--- src/rtl/flex_counter_ud_if.sv ---
// Control/status bundle for flex_counter_ud: master drives controls, slave returns count and flags.
// Latency: pure wiring, no storage.
// Backpressure: none; count_enable is an advance request that is never refused.
// Optional macro FLEX_PRESCALE_EN adds the prescale_val field.
interface flex_counter_ud_if #(
    parameter int NUM_CNT_BITS = 4
`ifdef FLEX_PRESCALE_EN
    ,
    parameter int PRESCALE_BITS = 4
`endif
);
    logic                    clear;
    logic                    load;
    logic [NUM_CNT_BITS-1:0] load_val;
    logic                    count_enable;
    logic                    count_up;
    logic [1:0]              mode;
    logic [NUM_CNT_BITS-1:0] rollover_val;
`ifdef FLEX_PRESCALE_EN
    logic [PRESCALE_BITS-1:0] prescale_val;
`endif
    logic [NUM_CNT_BITS-1:0] count_out;
    logic                    rollover_flag;
    logic                    wrap_pulse;
    logic                    done;

    modport master (
        output clear, load, load_val, count_enable, count_up, mode, rollover_val,
`ifdef FLEX_PRESCALE_EN
        output prescale_val,
`endif
        input  count_out, rollover_flag, wrap_pulse, done
    );

    modport slave (
        input  clear, load, load_val, count_enable, count_up, mode, rollover_val,
`ifdef FLEX_PRESCALE_EN
        input  prescale_val,
`endif
        output count_out, rollover_flag, wrap_pulse, done
    );
endinterface

--- src/rtl/flex_counter_ud.sv ---
// Up/down flexible counter with programmable terminal, parallel load and wrap/saturate/one-shot modes.
// Latency: 1 cycle from an enabled edge to new count_out and flags; all outputs registered.
// Backpressure: none; one-shot done blocks advance until clear or load.
// Optional macro FLEX_PRESCALE_EN adds a clock-enable prescaler dividing by prescale_val+1.
module flex_counter_ud #(
    parameter int NUM_CNT_BITS = 4
`ifdef FLEX_PRESCALE_EN
    ,
    parameter int PRESCALE_BITS = 4
`endif
) (
    input  logic                clk,
    input  logic                rst,
    flex_counter_ud_if.slave    bus
);
    localparam logic [NUM_CNT_BITS-1:0] ONE = NUM_CNT_BITS'(1);

    logic [NUM_CNT_BITS-1:0] cnt_q, cnt_d;
    logic                    flag_q, flag_d;
    logic                    wrap_q, wrap_d;
    logic                    done_q, done_d;
    logic [NUM_CNT_BITS-1:0] term_val;
    logic                    tick;
    logic                    advance;
    logic                    wrap_mode;
    logic                    one_shot;
    logic                    rv_zero;

    // Modes 00 and 11 both wrap; 01 saturates; 10 is one-shot.
    assign wrap_mode = (bus.mode == 2'b00) || (bus.mode == 2'b11);
    assign one_shot  = (bus.mode == 2'b10);
    assign rv_zero   = (bus.rollover_val == '0);
    // Down counting terminates at 1 and reloads from rollover_val.
    assign term_val  = bus.count_up ? bus.rollover_val : ONE;

`ifdef FLEX_PRESCALE_EN
    logic [PRESCALE_BITS-1:0] pre_q, pre_d;

    assign tick = (pre_q == bus.prescale_val);

    // Prescaler only moves on enabled cycles and restarts on every tick, clear or load.
    always_comb begin
        pre_d = pre_q;
        if (bus.clear || bus.load) begin
            pre_d = '0;
        end else if (bus.count_enable) begin
            pre_d = tick ? '0 : pre_q + PRESCALE_BITS'(1);
        end
    end

    // Prescaler register.
    always_ff @(posedge clk or posedge rst) begin
        if (rst) begin
            pre_q <= '0;
        end else begin
            pre_q <= pre_d;
        end
    end
`else
    assign tick = 1'b1;
`endif

    // A zero terminal freezes the counter entirely.
    assign advance = bus.count_enable && !done_q && tick && !rv_zero;

    // Next count, wrap pulse, sticky done and terminal flag from the clear > load > advance > hold priority.
    always_comb begin
        cnt_d  = cnt_q;
        wrap_d = 1'b0;
        done_d = done_q;
        if (bus.clear) begin
            cnt_d  = '0;
            done_d = 1'b0;
        end else if (bus.load) begin
            cnt_d  = bus.load_val;
            done_d = 1'b0;
        end else if (advance) begin
            if (bus.count_up) begin
                if (cnt_q >= bus.rollover_val) begin
                    if (wrap_mode) begin
                        cnt_d  = ONE;
                        wrap_d = 1'b1;
                    end
                end else begin
                    cnt_d = cnt_q + ONE;
                end
            end else begin
                if (cnt_q <= ONE) begin
                    if (wrap_mode) begin
                        cnt_d  = bus.rollover_val;
                        wrap_d = 1'b1;
                    end
                end else begin
                    cnt_d = cnt_q - ONE;
                end
            end
            if (one_shot && (cnt_d == term_val)) begin
                done_d = 1'b1;
            end
        end
        // Flag tracks the next count every cycle, so terminal or direction changes show up on hold too.
        flag_d = (cnt_d == term_val) && !rv_zero;
    end

    // Count and flag registers.
    always_ff @(posedge clk or posedge rst) begin
        if (rst) begin
            cnt_q  <= '0;
            flag_q <= 1'b0;
            wrap_q <= 1'b0;
            done_q <= 1'b0;
        end else begin
            cnt_q  <= cnt_d;
            flag_q <= flag_d;
            wrap_q <= wrap_d;
            done_q <= done_d;
        end
    end

    assign bus.count_out     = cnt_q;
    assign bus.rollover_flag = flag_q;
    assign bus.wrap_pulse    = wrap_q;
    assign bus.done          = done_q;
endmodule

--- src/flat_wrapper.sv ---
// flat-port wrapper written by rule: the top's interface ports become plain ports
module flex_counter_ud_flat 
#(
    parameter int NUM_CNT_BITS = 4

)
  (clk, rst, bus_clear, bus_load, bus_load_val, bus_count_enable, bus_count_up, bus_mode, bus_rollover_val, bus_count_out, bus_rollover_flag, bus_wrap_pulse, bus_done);
  flex_counter_ud_if #(.NUM_CNT_BITS(NUM_CNT_BITS)) bus_i ();
  input  logic clk;
  input  logic rst;
  input wire logic [$bits(bus_i.clear)-1:0] bus_clear;
  input wire logic [$bits(bus_i.load)-1:0] bus_load;
  input wire logic [$bits(bus_i.load_val)-1:0] bus_load_val;
  input wire logic [$bits(bus_i.count_enable)-1:0] bus_count_enable;
  input wire logic [$bits(bus_i.count_up)-1:0] bus_count_up;
  input wire logic [$bits(bus_i.mode)-1:0] bus_mode;
  input wire logic [$bits(bus_i.rollover_val)-1:0] bus_rollover_val;
  output wire logic [$bits(bus_i.count_out)-1:0] bus_count_out;
  output wire logic [$bits(bus_i.rollover_flag)-1:0] bus_rollover_flag;
  output wire logic [$bits(bus_i.wrap_pulse)-1:0] bus_wrap_pulse;
  output wire logic [$bits(bus_i.done)-1:0] bus_done;
  assign bus_i.clear = bus_clear;
  assign bus_i.load = bus_load;
  assign bus_i.load_val = bus_load_val;
  assign bus_i.count_enable = bus_count_enable;
  assign bus_i.count_up = bus_count_up;
  assign bus_i.mode = bus_mode;
  assign bus_i.rollover_val = bus_rollover_val;
  assign bus_count_out = bus_i.count_out;
  assign bus_rollover_flag = bus_i.rollover_flag;
  assign bus_wrap_pulse = bus_i.wrap_pulse;
  assign bus_done = bus_i.done;
  flex_counter_ud #(.NUM_CNT_BITS(NUM_CNT_BITS)) u_core (.clk(clk), .rst(rst), .bus(bus_i));
endmodule
--- config.mk ---
export PLATFORM = sky130hd
export DESIGN_NAME = flex_counter_ud_flat
export DESIGN_NICKNAME = d
export VERILOG_FILES = /design/src/rtl/flex_counter_ud_if.sv /design/src/rtl/flex_counter_ud.sv /design/src/flat_wrapper.sv
export SDC_FILE = /design/constraint.sdc
export NUM_CORES = 1
export LEC_CHECK = 0
export ABC_AREA = 1
export BUFFER_PORTS_ARGS = -buffer_cell sky130_fd_sc_hd__buf_4
export CORE_MARGIN = 5
export CORE_UTILIZATION = 35
export CTS_CLUSTER_DIAMETER = 50
export DETAILED_ROUTE_END_ITERATION = 10
export GPL_TIMING_DRIVEN = 0
export PLACE_DENSITY = 0.53
export SYNTH_ARGS = -nofsm -noshare
export SYNTH_HDL_FRONTEND = slang
export SYNTH_SLANG_ARGS = --single-unit
--- constraint.sdc ---
create_clock -name clk -period 2.9 [get_ports clk]
set_clock_uncertainty 0.15 [all_clocks]
set_input_delay 0.58 -clock clk [delete_from_list [all_inputs] [get_ports clk]]
set_output_delay 0.58 -clock clk [all_outputs]
set_load 0.01 [all_outputs]
==> reports/summary.md, run 1 <==
The number of antenna violations at the first check in global routing is 0. The clock period could shrink to 2390 ps. The share of final-layout standard cells stronger than drive strength 1 was 0.205; the number of synthesized register bits was 7. First-pass GRT wire length: 4920 µm. The synthesized design spends more area on one cell type than any other, namely sky130_fd_sc_hd__nand2_1.

Once detail routing completed, the nets flagged for antenna violations numbered 0. Leakage component of the power: 0.000732 µW. The setup path with the least slack is of type register to register.

Final-report setup violation count: 0. In this run the deepest clock path goes through 2 buffers. The maximum net fanout on the critical path works out to 8. The detailed router used layers up to and including met3.

Summed over all nets, the half-perimeter wirelength after detailed placement is 2350 µm. TritonCTS built the clock tree. The logs give 286 µV for the maximum ir drop on the vdd rail and 418 MHz for the maximum clock rate. The final sum of negative setup slack came out at 0 ps.

Detailed routing placed a total of 1280 µm of wire on met2. For the slack of the critical path, the log shows 506 ps. In this run the post-CTS setup repair buffer count came out at 0. For this run, design rule violations remaining after detail routing come to 0. In this run the count of I/O pins placed on the die edge is 23. In the final routed layout, each cell accounts on average for 12.3 µm. The run gives 112 µm as the wire length on met3. The total grt overflow was 0. The congestion estimate from routability-driven global placement came to 0.811. The run gives 0 as the count of pins over their slew limit. STA classifies the critical path endpoint as a register. The die is 63.3 µm tall. The post-synthesis cell count came out at 170.

In this run the worst hold path is classified as primary input to async pin. The run gives 0.364 as the effective utilization at floorplan. The logs give 7 for the clock sink total and 19 for the count of standard-cell rows. Hold violation count in the final report: 0. The final cycle utilization of the critical path came out at 0.826.

The H-tree depth came out at 1. The areal power density over the cells is 344 mW/mm², and the area of the placeable core is 0.00273 mm². By area the synthesized netlist is led by sky130_fd_sc_hd__nand2_1 (18%), sky130_fd_sc_hd__dfrtp_1 (18%), sky130_fd_sc_hd__inv_1 (11%), sky130_fd_sc_hd__ha_1 (10%), sky130_fd_sc_hd__nand3_1 (9.5%). The startpoint type of the worst setup path is a register. The first-pass detailed-route iteration total is 4, and the worst slew margin relative to its limit is 0.746. The max-cap check violation count is 0, and the width of the chip is 63.3 µm. The post-cts repair resize count came out at 0.

The repair_antennas step left the layout with diodes totalling 0. The tools report the number of library cell types mapped by synthesis as 26. The synthesized area per cell came out at 5.86 µm². For the worst setup path, the data required time is 2920 ps. The arrival time reported for the critical path endpoint is 2410 ps, and the maximum number of pins on one net before global-route repair is 10.

For the pin with the worst max-slew slack, the measured transition is 381 ps. The synthesized netlist occupies a cell area of 996 µm². The die covers 0.00401 mm². In the final design database the tool counted 220 nets. When the netlist entered floorplanning its net count stood at 194. The tools report the number of global-route vias before repair as 1096. The TritonCTS buffer count came out at 3. Setup repair after global routing left no endpoint under its margin. For this block, the initial DRC count from the detailed router was 21. The tools report the overall via count from detail_route as 1127. Input and output buffers added on the ports amount to 21. The number of synthesis warnings is 0, and the area growth from synthesis to layout is 22.4%. The post-route met1 wirelength was 1390 µm; the clock latency on the worst-skew pair was 240 ps. In this run, post-CTS hold repair placed 0 buffers. The run finished with clean final reports.

The logs give 2780 µm for the total detailed-routing wirelength and 365 ps for the post-place setup slack. The clock slew seen by the registers of the worst setup and hold paths was 50 ps. For the sequential-to-total area share from yosys stat, the log shows 0.176. The buffer cell driving the clock tree root was sky130_fd_sc_hd__clkbuf_4. The total global-route track usage came out at 0.149.

In the routed layout, each cell is associated on average with a via count of 4.99. The fraction of post-synthesis cell area in the top cell type by area is 0.181.
worst max-delay path, stage by stage (launching register included):
cell	delay, ps
sky130_fd_sc_hd__dfrtp_1	570
sky130_fd_sc_hd__inv_2	130
sky130_fd_sc_hd__ha_1	340
sky130_fd_sc_hd__nand2_1	70
sky130_fd_sc_hd__inv_1	40
sky130_fd_sc_hd__nand2_1	100
sky130_fd_sc_hd__nand3_2	150
sky130_fd_sc_hd__nand2_1	90
sky130_fd_sc_hd__nand3_1	110
sky130_fd_sc_hd__nand3_1	100
sky130_fd_sc_hd__nand2_1	60
sky130_fd_sc_hd__nand3_1	70
sky130_fd_sc_hd__nand2_1	60
sky130_fd_sc_hd__nor2_1	120
sky130_fd_sc_hd__nand2_1	70
sky130_fd_sc_hd__nor2_1	100
logic make-up (layout without fill, tap and decap cells):
kind of cell | after synthesis | count (layout) | share of synthesized area
buf+inv | 35 | 60 | 0.141
compound gates | 19 | 19 | 0.132
fa+ha+maj | 8 | 8 | 0.101
simple gates | 101 | 101 | 0.451
flops | 7 | 7 | 0.176
synthesized netlist by cell type (all sizes together):
master and count:
a21oi 6, a31oi 1, buf 2, dfrtp 7, ha 8, inv 33, nand2 50, nand3 21
nand4 5, nor2 23, nor3 1, o211ai 2, o21ai 8, o22ai 2, or2 1
path summary, 6_finish.rpt:
check                                              from                       end  slack (ps)  cells past startpoint
worst min register to register          u_core.bus.done           u_core.bus.done         410                      2
worst max-delay path            u_core.bus.count_out[0]  u_core.bus.rollover_flag         510                     15
worst min-delay path                                rst   u_core.bus.count_out[2]         110                      2
worst max register to register  u_core.bus.count_out[0]  u_core.bus.rollover_flag         510                     15
max in group asynchronous                           rst   u_core.bus.count_out[1]        2290                      2
min in group clk                        u_core.bus.done           u_core.bus.done         410                      2
state kept, by name, summed over array words and instances, names as in the netlist:
signal,cells
u_core.bus.count_out,4
u_core.bus.wrap_pulse,1
u_core.bus.rollover_flag,1
u_core.bus.done,1
report_power, final:
part / switching (µW) / internal, µW
Clock: 33.1 / 52.3
Combinational: 131 / 86.4
Sequential: 12.6 / 104
area by class of cell:
class                      instances  area [µm²]
sequential                         7         175
timing repair buffer              21         158
clock buffer                       4        26.3
multi-input combinational        128         681
inverter                          33         124
buffer                             2        16.3
fill                             294        1520
tap                               31        38.8
cells in the final DEF (no fill, tap or decap), drive strengths merged:
cell type   n
o22ai       2
nand3      21
a31oi       1
dfrtp       7
nor3        1
o21ai       8
o211ai      2
nor2       23
nand2      50
inv        33
nand4       5
or2         1
a21oi       6
clkbuf      4
ha          8
buf        23
metal layers:
metal | track usage | up-vias
li1 | - | 593
met1 | 0.218 | 513
met2 | 0.231 | 21
met3 | 0.0142 | 0
met4 | 0.0390 | 0
met5 | 0 | -
through the flow:
step           cell area, µm²  total power [µW]  hold slack, ps   util  std cells
2_1_floorplan             996               269             233      -        170
3_3_place_gp             1190               333             365  0.436        222
3_5_place_dp             1190               336             373  0.436        222
4_1_cts                  1220               423             111  0.446        226
5_1_grt                  1220               463             125  0.446        226
6_report                 1220               419             109  0.446        226
No activity file was read; power rests on OpenSTA's default activity.
==> inputs of run 2 (changes only) <==
==> constraint.sdc (replaced) <==
create_clock -name clk -period 2.4 [get_ports clk]
set_clock_uncertainty 0.15 [all_clocks]
set_input_delay 0.48 -clock clk [delete_from_list [all_inputs] [get_ports clk]]
set_output_delay 0.48 -clock clk [all_outputs]
set_load 0.01 [all_outputs]
==> run 2 against run 1 <==
Net effect: flip-flop and latch count stayed put; via count is 3.4% higher; design area is 7.7% higher; sequential power is 18% higher; global-route usage stayed put; register-to-register slack worse by 250 ps; first-iteration DRC count is 48% higher; largest power group unchanged; clock power is 20% higher; critical path depth is 1 lower; total power is 28% higher; non-clock buffer count is 7 higher; routed wire length is 2.2% higher.
==> reports/summary.md, run 2 (synthesis gave the netlist of run 1 again) <==
The minimum period implied by the final worst setup slack works out to 2140 ps. The analysis attributes to cell leakage a power of 0.000767 µW. The number of global-route vias before repair was 1096; the power share of the clock group was 0.193. The final cycle utilization of the critical path came out at 0.894. The data required time at the worst endpoint is 2420 ps.

From left edge to right edge, the die measures 63.3 µm. The sequential share of power came out at 0.258. Summing over every cut layer, the via total after detailed routing is 1165. TritonCTS built the clock tree. In this run the clock root is driven by a sky130_fd_sc_hd__clkbuf_4. The maximum net fanout on the critical path works out to 7.

The startpoint type of the worst setup path is a register. For the number of antenna violations at the first check in global routing, the log shows 0. The hold violation count in the final report is 0, and the maximum ir drop on the vdd rail is 341 µV. The number of nets with antenna violations after routing is 0.

In the final routed layout, each cell accounts on average for 12.2 µm. Share of power burned in combinational logic: 0.549. Dividing the detail-routed via count by the number of cells gives 5.00.

In this run the power spent charging and discharging nets is 222 µW. Setup repair after global routing left no endpoint under its margin. The share of final-layout standard cells stronger than drive strength 1 was 0.272. The total power consumption of the routed design was 536 µW; the total of buffers placed on input and output ports was 21.

The arrival time reported for the critical path endpoint was 2160 ps. The H-tree depth is 1, and the y dimension of the die is 63.3 µm. At the end of the flow, the number of nets in the layout was 227.

Critical path start-end classification: register to register. The tools report the worst slew margin relative to its limit as 0.795. The type of the most critical hold path was primary input to async pin. Measured in cells, the most critical reg-to-reg path has a length of 14. The logs give 2350 µm for the half-perimeter wire length after placement and 313 µW for the internal power summed over all cells. The count of pins over their slew limit was 0; the areal power density over the cells was 408 mW/mm². Entering global routing, the biggest net connects 10 pins. The number of antenna diodes in the final layout is 0. The total overflow left after global routing is 0. For the total global-route track usage, the log shows 0.149. The kind of end point of the critical path was a register. After detailed routing, the number of remaining DRC violations is 0. The first TritonRoute pass finished after 4 iterations. The total I/O pin count was 23; the count of standard-cell rows was 19. The most common library cell in the layout ignoring fill and taps is sky130_fd_sc_hd__nand2_1.

Routability-driven placement finished with a final weighted congestion of 0.811. The tools report the post-place instance area as 0.00119 mm². The run finished with clean final reports. The maximum root-to-sink buffer count came out at 2.

The clock latency on the worst-skew pair was 240 ps. For this design, the CTS-stage hold fixing added 0 buffers. The effective utilization at floorplan came out at 0.364.

After routing the design area is 0.00131 mm². Counting every sink on the clock net gives 7. The maximum clock rate is 466 MHz, and the transition time at the pin with the least slew margin is 306 ps. Clock-pin slew was measured on the worst setup and hold paths at 50 ps. Max-cap violations in this run came to 0.

The core region is 0.00273 mm². Switching power as a share of total power: 0.415. The final-report setup violation count was 0. Wires add up to 2840 µm. For the utilization of the core after routing, the log shows 0.480.

Compared with the post-synthesis result, the final layout area differs by 31.8%. The die covers 0.00401 mm². The first global-routing pass estimated 4920 µm of wire. Leaving out fill and tap cells, the most frequent cells in the layout are sky130_fd_sc_hd__nand2_1 (47), sky130_fd_sc_hd__inv_1 (29), sky130_fd_sc_hd__buf_4 (28).

The first routing iteration left 31 violations. The number of flip-flops under the largest register name is 4, and the TritonCTS buffer count is 3.
-- run 2: worst paths after layout --
path / startpoint / end / slack [ps]
setup / recovery: u_core.bus.count_out[1] / u_core.bus.rollover_flag / 260
hold / removal: rst / u_core.bus.count_out[2] / 10
setup reg to reg: u_core.bus.count_out[1] / u_core.bus.rollover_flag / 260
hold reg to reg: u_core.bus.done / u_core.bus.done / 410
max in group asynchronous: rst / u_core.bus.count_out[1] / 1870
min in group clk: bus_clear / u_core.bus.count_out[3] / 390
-- run 2: critical path, cell delays in order (launching register included) --
cell and delay, ps:
sky130_fd_sc_hd__dfrtp_2 460, sky130_fd_sc_hd__ha_1 340, sky130_fd_sc_hd__nand2_1 80, sky130_fd_sc_hd__nand2_1 40, sky130_fd_sc_hd__nand2_1 130, sky130_fd_sc_hd__nand4_1 130
sky130_fd_sc_hd__nand3_2 120, sky130_fd_sc_hd__nand3_1 70, sky130_fd_sc_hd__nand2_1 80, sky130_fd_sc_hd__nand2_1 80, sky130_fd_sc_hd__nand2_1 60, sky130_fd_sc_hd__nand2_1 50
sky130_fd_sc_hd__nor2_1 110, sky130_fd_sc_hd__nand2_1 70, sky130_fd_sc_hd__nor2_1 100
-- run 2: metrics by stage --
stage               worst slack, ps  cells  hold WS (ps)  setup TNS, ps
floorplan                       385    170           133              0
global placement               4.79    222           265              0
detailed placement            -35.2    222           273          -35.2
CTS                            63.1    226          10.6              0
global route                   21.8    233          25.0              0
finish                          255    233          9.75              0
-- run 2: cell type report --
cell class	count	area, µm²
multi-input cells	128	718
inverters	33	124
clock buffers	4	26.3
well taps	31	38.8
fillers	285	1420
flip-flops and latches	7	179
repair buffers	28	210
plain buffers	2	16.3
-- run 2: power by group through the flow --
stage | registers, µW | logic, µW | clock network (µW)
after floorplan | 142 | 183 | 0
after global placement | 143 | 259 | 0
after detailed placement | 144 | 262 | 0
final | 138 | 294 | 103
after global routing | 140 | 336 | 113
after CTS | 142 | 263 | 107
-- run 2: what timing repair did --
action	4_1_cts	5_1_grt
setup endpoints to repair	1	2
gates resized for setup	1	9
setup buffers	0	7
pin swaps	0	1
-- run 2: metal layers --
metal	share of wire	routed length, µm	up-vias	track usage
met5	0	0	-	0
met4	0	0	0	0.0390
met3	0.045	127	0	0.0142
met2	0.45	1290	26	0.231
met1	0.50	1420	529	0.218
li1	-	-	610	-
==> inputs of run 3 (changes only) <==
--- a/config.mk
+++ b/config.mk
@@ -5,14 +5,14 @@
 export SDC_FILE = /design/constraint.sdc
 export NUM_CORES = 1
 export LEC_CHECK = 0
-export ABC_AREA = 1
 export BUFFER_PORTS_ARGS = -buffer_cell sky130_fd_sc_hd__buf_4
 export CORE_MARGIN = 5
 export CORE_UTILIZATION = 35
+export CTS_BUF_LIST = sky130_fd_sc_hd__clkbuf_2
 export CTS_CLUSTER_DIAMETER = 50
 export DETAILED_ROUTE_END_ITERATION = 10
 export GPL_TIMING_DRIVEN = 0
-export PLACE_DENSITY = 0.53
+export PLACE_DENSITY = 0.52
 export SYNTH_ARGS = -nofsm -noshare
 export SYNTH_HDL_FRONTEND = slang
 export SYNTH_SLANG_ARGS = --single-unit
==> run 3 against run 2 <==
Net effect: the run now ends with setup timing left; synthesized cell count decreased by 5.3%; final cell count increased by 5.6%; clock power decreased by 17%; register-to-register slack got worse by 440 ps; critical path depth decreased by 4; global-route usage increased by 4.1 points; worst setup slack got worse by 450 ps; flip-flop and latch count unchanged; count of clock-buffer cells in the layout unchanged; largest power group unchanged.
==> reports/summary.md, run 3 <==
After synthesis, the cell types taking the most area are sky130_fd_sc_hd__dfrtp_1 (15%), sky130_fd_sc_hd__ha_1 (8.6%), sky130_fd_sc_hd__nand2_1 (6.1%), sky130_fd_sc_hd__nor2_1 (4.5%), sky130_fd_sc_hd__mux2i_1 (4.3%). The tools report the layout net count as 225. Routability-driven placement finished with a final weighted congestion of 0.905. The utilization of the core after routing came out at 0.501. Setup repair after global routing could not meet its margin everywhere. After floorplanning, the core was sized to cover 0.00328 mm². The worst register-to-register path begins at u_core.bus.count_out[1]. Across the run, the number of max-cap violations was 0. The tools report the half-perimeter wire length after placement as 3030 µm. The synthesized area per cell was 7.22 µm².

The post-synthesis cell type with the largest combined area is sky130_fd_sc_hd__dfrtp_1. Entering global routing, the biggest net connects 12 pins. First-pass detailed-route iteration total: 4. STA classifies the critical path startpoint as a primary input. After global routing the overflow that remains totals 0.

The capture point of the worst reg-to-reg path was u_core.bus.done. The largest single stage delay on the critical path is 360 ps. The buffer cell driving the clock tree root was sky130_fd_sc_hd__clkbuf_2. Setup violations remaining at the end of the flow were counted as 6. The synthesized cell area is 0.00116 mm².

Leaving out fill and tap cells, the most frequent cells in the layout are sky130_fd_sc_hd__buf_4 (32), sky130_fd_sc_hd__nand2_1 (17), sky130_fd_sc_hd__nor2_1 (12). The worst slew margin relative to its limit is 0.639, and the number of antenna violations at the first check in global routing is 0. The total I/O pin count came out at 23. The routed layout has 1429 vias. The checks that failed: setup timing. In this run the deepest clock path goes through 2 buffers. Critical path start-end classification: primary input to register. Counting the buffers created by CTS gives 3.

The total global-route track usage came out at 0.190. The smallest clock period supported by the final layout is computed as 2590 ps. TritonCTS built the clock tree.

Walking the worst path, the cells encountered are buf_4 -> inv_1 -> ha_1 -> a2111oi_4 -> buf_6 -> nor2_4 -> mux2i_2 -> xnor2_1 -> a41o_1 -> a32o_2. The final antenna diode count is 0. The post-detailed-route wirelength per cell was 16.7 µm; the number of cells on the worst reg-to-reg path was 8. Number of global-route vias before repair: 1429. For this design the static power due to leakage is 0.000719 µW. The post-synth net total came out at 185. Broken down by cell family, the worst path's largest delay share belongs to compound AO/OA/AOI/OAI gates.

The post-synthesis cell count was 161; the number of gates on the worst path with buffers counted was 10. The clock latency on the worst-skew pair was 230 ps. The capturing element of the worst setup path was u_core.bus.done. STA classifies the critical path endpoint as a register. The logs give -180 ps for the minimum setup slack among reg-to-reg paths and 0.00165 mm² for the cell area after layout.

Clock-pin slew was measured on the worst setup and hold paths at 70 ps. The run finished, with violations left. The first global-routing pass estimated 6670 µm of wire. Data on the critical path is required at its endpoint by 2360 ps.

The critical path's slowest cell was sky130_fd_sc_hd__a2111oi_4. IR analysis of the VDD net gives a maximum drop of 232 µV. The run gives 0 as the post-route DRC violation count. The number of flip-flops under the largest register name came out at 4.

The run gives 342 as the fill cell total of the finished layout. By count the netlist is led by sky130_fd_sc_hd__nand2_1 (19), sky130_fd_sc_hd__nor2_1 (14), sky130_fd_sc_hd__a21oi_1 (9), sky130_fd_sc_hd__inv_1 (9). In this run the tool buffered the top-level ports with 21 buffer cells.

Leaving out fill and tap cells, the most frequent cell in the layout is sky130_fd_sc_hd__buf_4. Final cycle utilization of the critical path: 1.08. The number of buffer and inverter stages on the critical path came out at 3. The post-place instance area is 0.00141 mm².

The sequential-to-total area share from yosys stat was 0.151; the maximum clock rate was 385 MHz. The dominant synthesized flop cell is sky130_fd_sc_hd__dfrtp_1. The fraction of registers with async set or reset after synthesis is 1.00.

The slack of the critical path was -194 ps. The area growth from synthesis to layout came out at 41.6%. The number of nets with antenna violations after routing is 0. The total detailed-routing wirelength was 4120 µm. The number of library cell types mapped by synthesis was 49; the count of standard-cell rows was 21. The hold violation count in the final report was 0; the mean number of vias per cell was 5.81. For the die area, the log shows 0.00457 mm². The share of final-layout standard cells stronger than drive strength 1 is 0.345. The transition time at the pin with the least slew margin works out to 537 ps.

Launch point of the critical path: bus_rollover_val[1]. Counting every sink on the clock net gives 7. In this run the power density over the cells is 395 mW/mm². For the H-tree depth, the log shows 1. During synthesis, Yosys emitted a total of 0 warnings. The fraction of post-synthesis cell area in the top cell type by area was 0.151. The die is 67.6 µm wide.

The number of synthesized register bits is 7, and the y dimension of the die is 67.6 µm. In this run the worst path has a maximum fanout of 5. The post-place setup slack came out at -529 ps.

In this run, the number of DRC markers left after iteration 0 of detailed routing was 91. For the effective utilization at floorplan, the log shows 0.354. The type of the most critical hold path is primary input to async pin. The cell with the most instances after synthesis was sky130_fd_sc_hd__nand2_1. The count of pins over their slew limit was 0. At the worst endpoint, the arrival time is 2550 ps.

The number of enable flip-flop cells after synthesis came out at 0.
[run 3: report_power, final]
group          total [µW]  internal, µW  switching, µW
sequential            136           126           10.1
combinational         429           202            227
clock                85.2          44.2           40.9
[run 3: worst reg2reg max path: cells and delay by family, from the launching register on]
kind	cells	cell delay (ps)
buf+inv	1	170
simple gates	1	60
xor+xnor	1	100
flops	1	500
compound gates	3	880
fa+ha+maj	1	360
mux	1	240
[run 3: cells by family (layout without fill, tap and decap cells)]
logic type               after synthesis  after routing  synth area share
buffers and inverters                 18             57            0.0603
adder cells (fa/ha/maj)                8              8            0.0861
flip-flops                             7              7             0.151
AO/OA/AOI/OAI                         53             53             0.343
multiplexers                           5              5            0.0431
AND/OR/NAND/NOR                       67             67             0.294
XOR/XNOR                               3              3            0.0226
[run 3: worst min-delay path by stage]
| stage | startpoint | endpoint | slack [ps] | depth (start not counted) |
|---|---|---|---|---|
| after global routing | rst | u_core.bus.count_out[3] | 30 | 2 |
| final | rst | u_core.bus.count_out[2] | 20 | 2 |
| after floorplan | rst | u_core.bus.count_out[1] | 130 | 1 |
| after global placement | rst | u_core.bus.count_out[1] | 280 | 2 |
| after CTS | rst | u_core.bus.count_out[3] | 10 | 2 |
| after detailed placement | rst | u_core.bus.count_out[3] | 280 | 2 |
[run 3: metal layers]
layer | vias up | share of wire | global-route usage
met5 | - | 0 | 0
met3 | 9 | 0.067 | 0.0166
met4 | 0 | 0.026 | 0.0937
li1 | 687 | - | -
met1 | 670 | 0.43 | 0.245
met2 | 63 | 0.48 | 0.313
[run 3: through the flow]
step	total power [µW]	setup TNS, ps	cells	hold slack, ps
2_1_floorplan	366	-143	161	133
3_3_place_gp	461	-2290	228	279
3_5_place_dp	464	-2420	228	282
4_1_cts	603	-828	240	10.7
5_1_grt	696	-1180	246	29.5
6_report	650	-763	246	22.0
[run 3: timing repair]
item                                    4_1_cts  5_1_grt
hold buffers                                  0        0
resized for setup                            13       15
setup buffers                                 8        6
pin swaps                                    11       19
endpoints found under the setup margin        6        6
[run 3: layout make-up]
type | count | area [µm²] | share of cell area
repair buffers | 35 | 274 | 0.167
inverters | 9 | 41.3 | 0.0251
well taps | 46 | 57.6 | 0.0350
multi-input cells | 136 | 1030 | 0.624
plain buffers | 9 | 47.5 | 0.0289
flip-flops and latches | 7 | 178 | 0.108
clock buffers | 4 | 20.0 | 0.0122
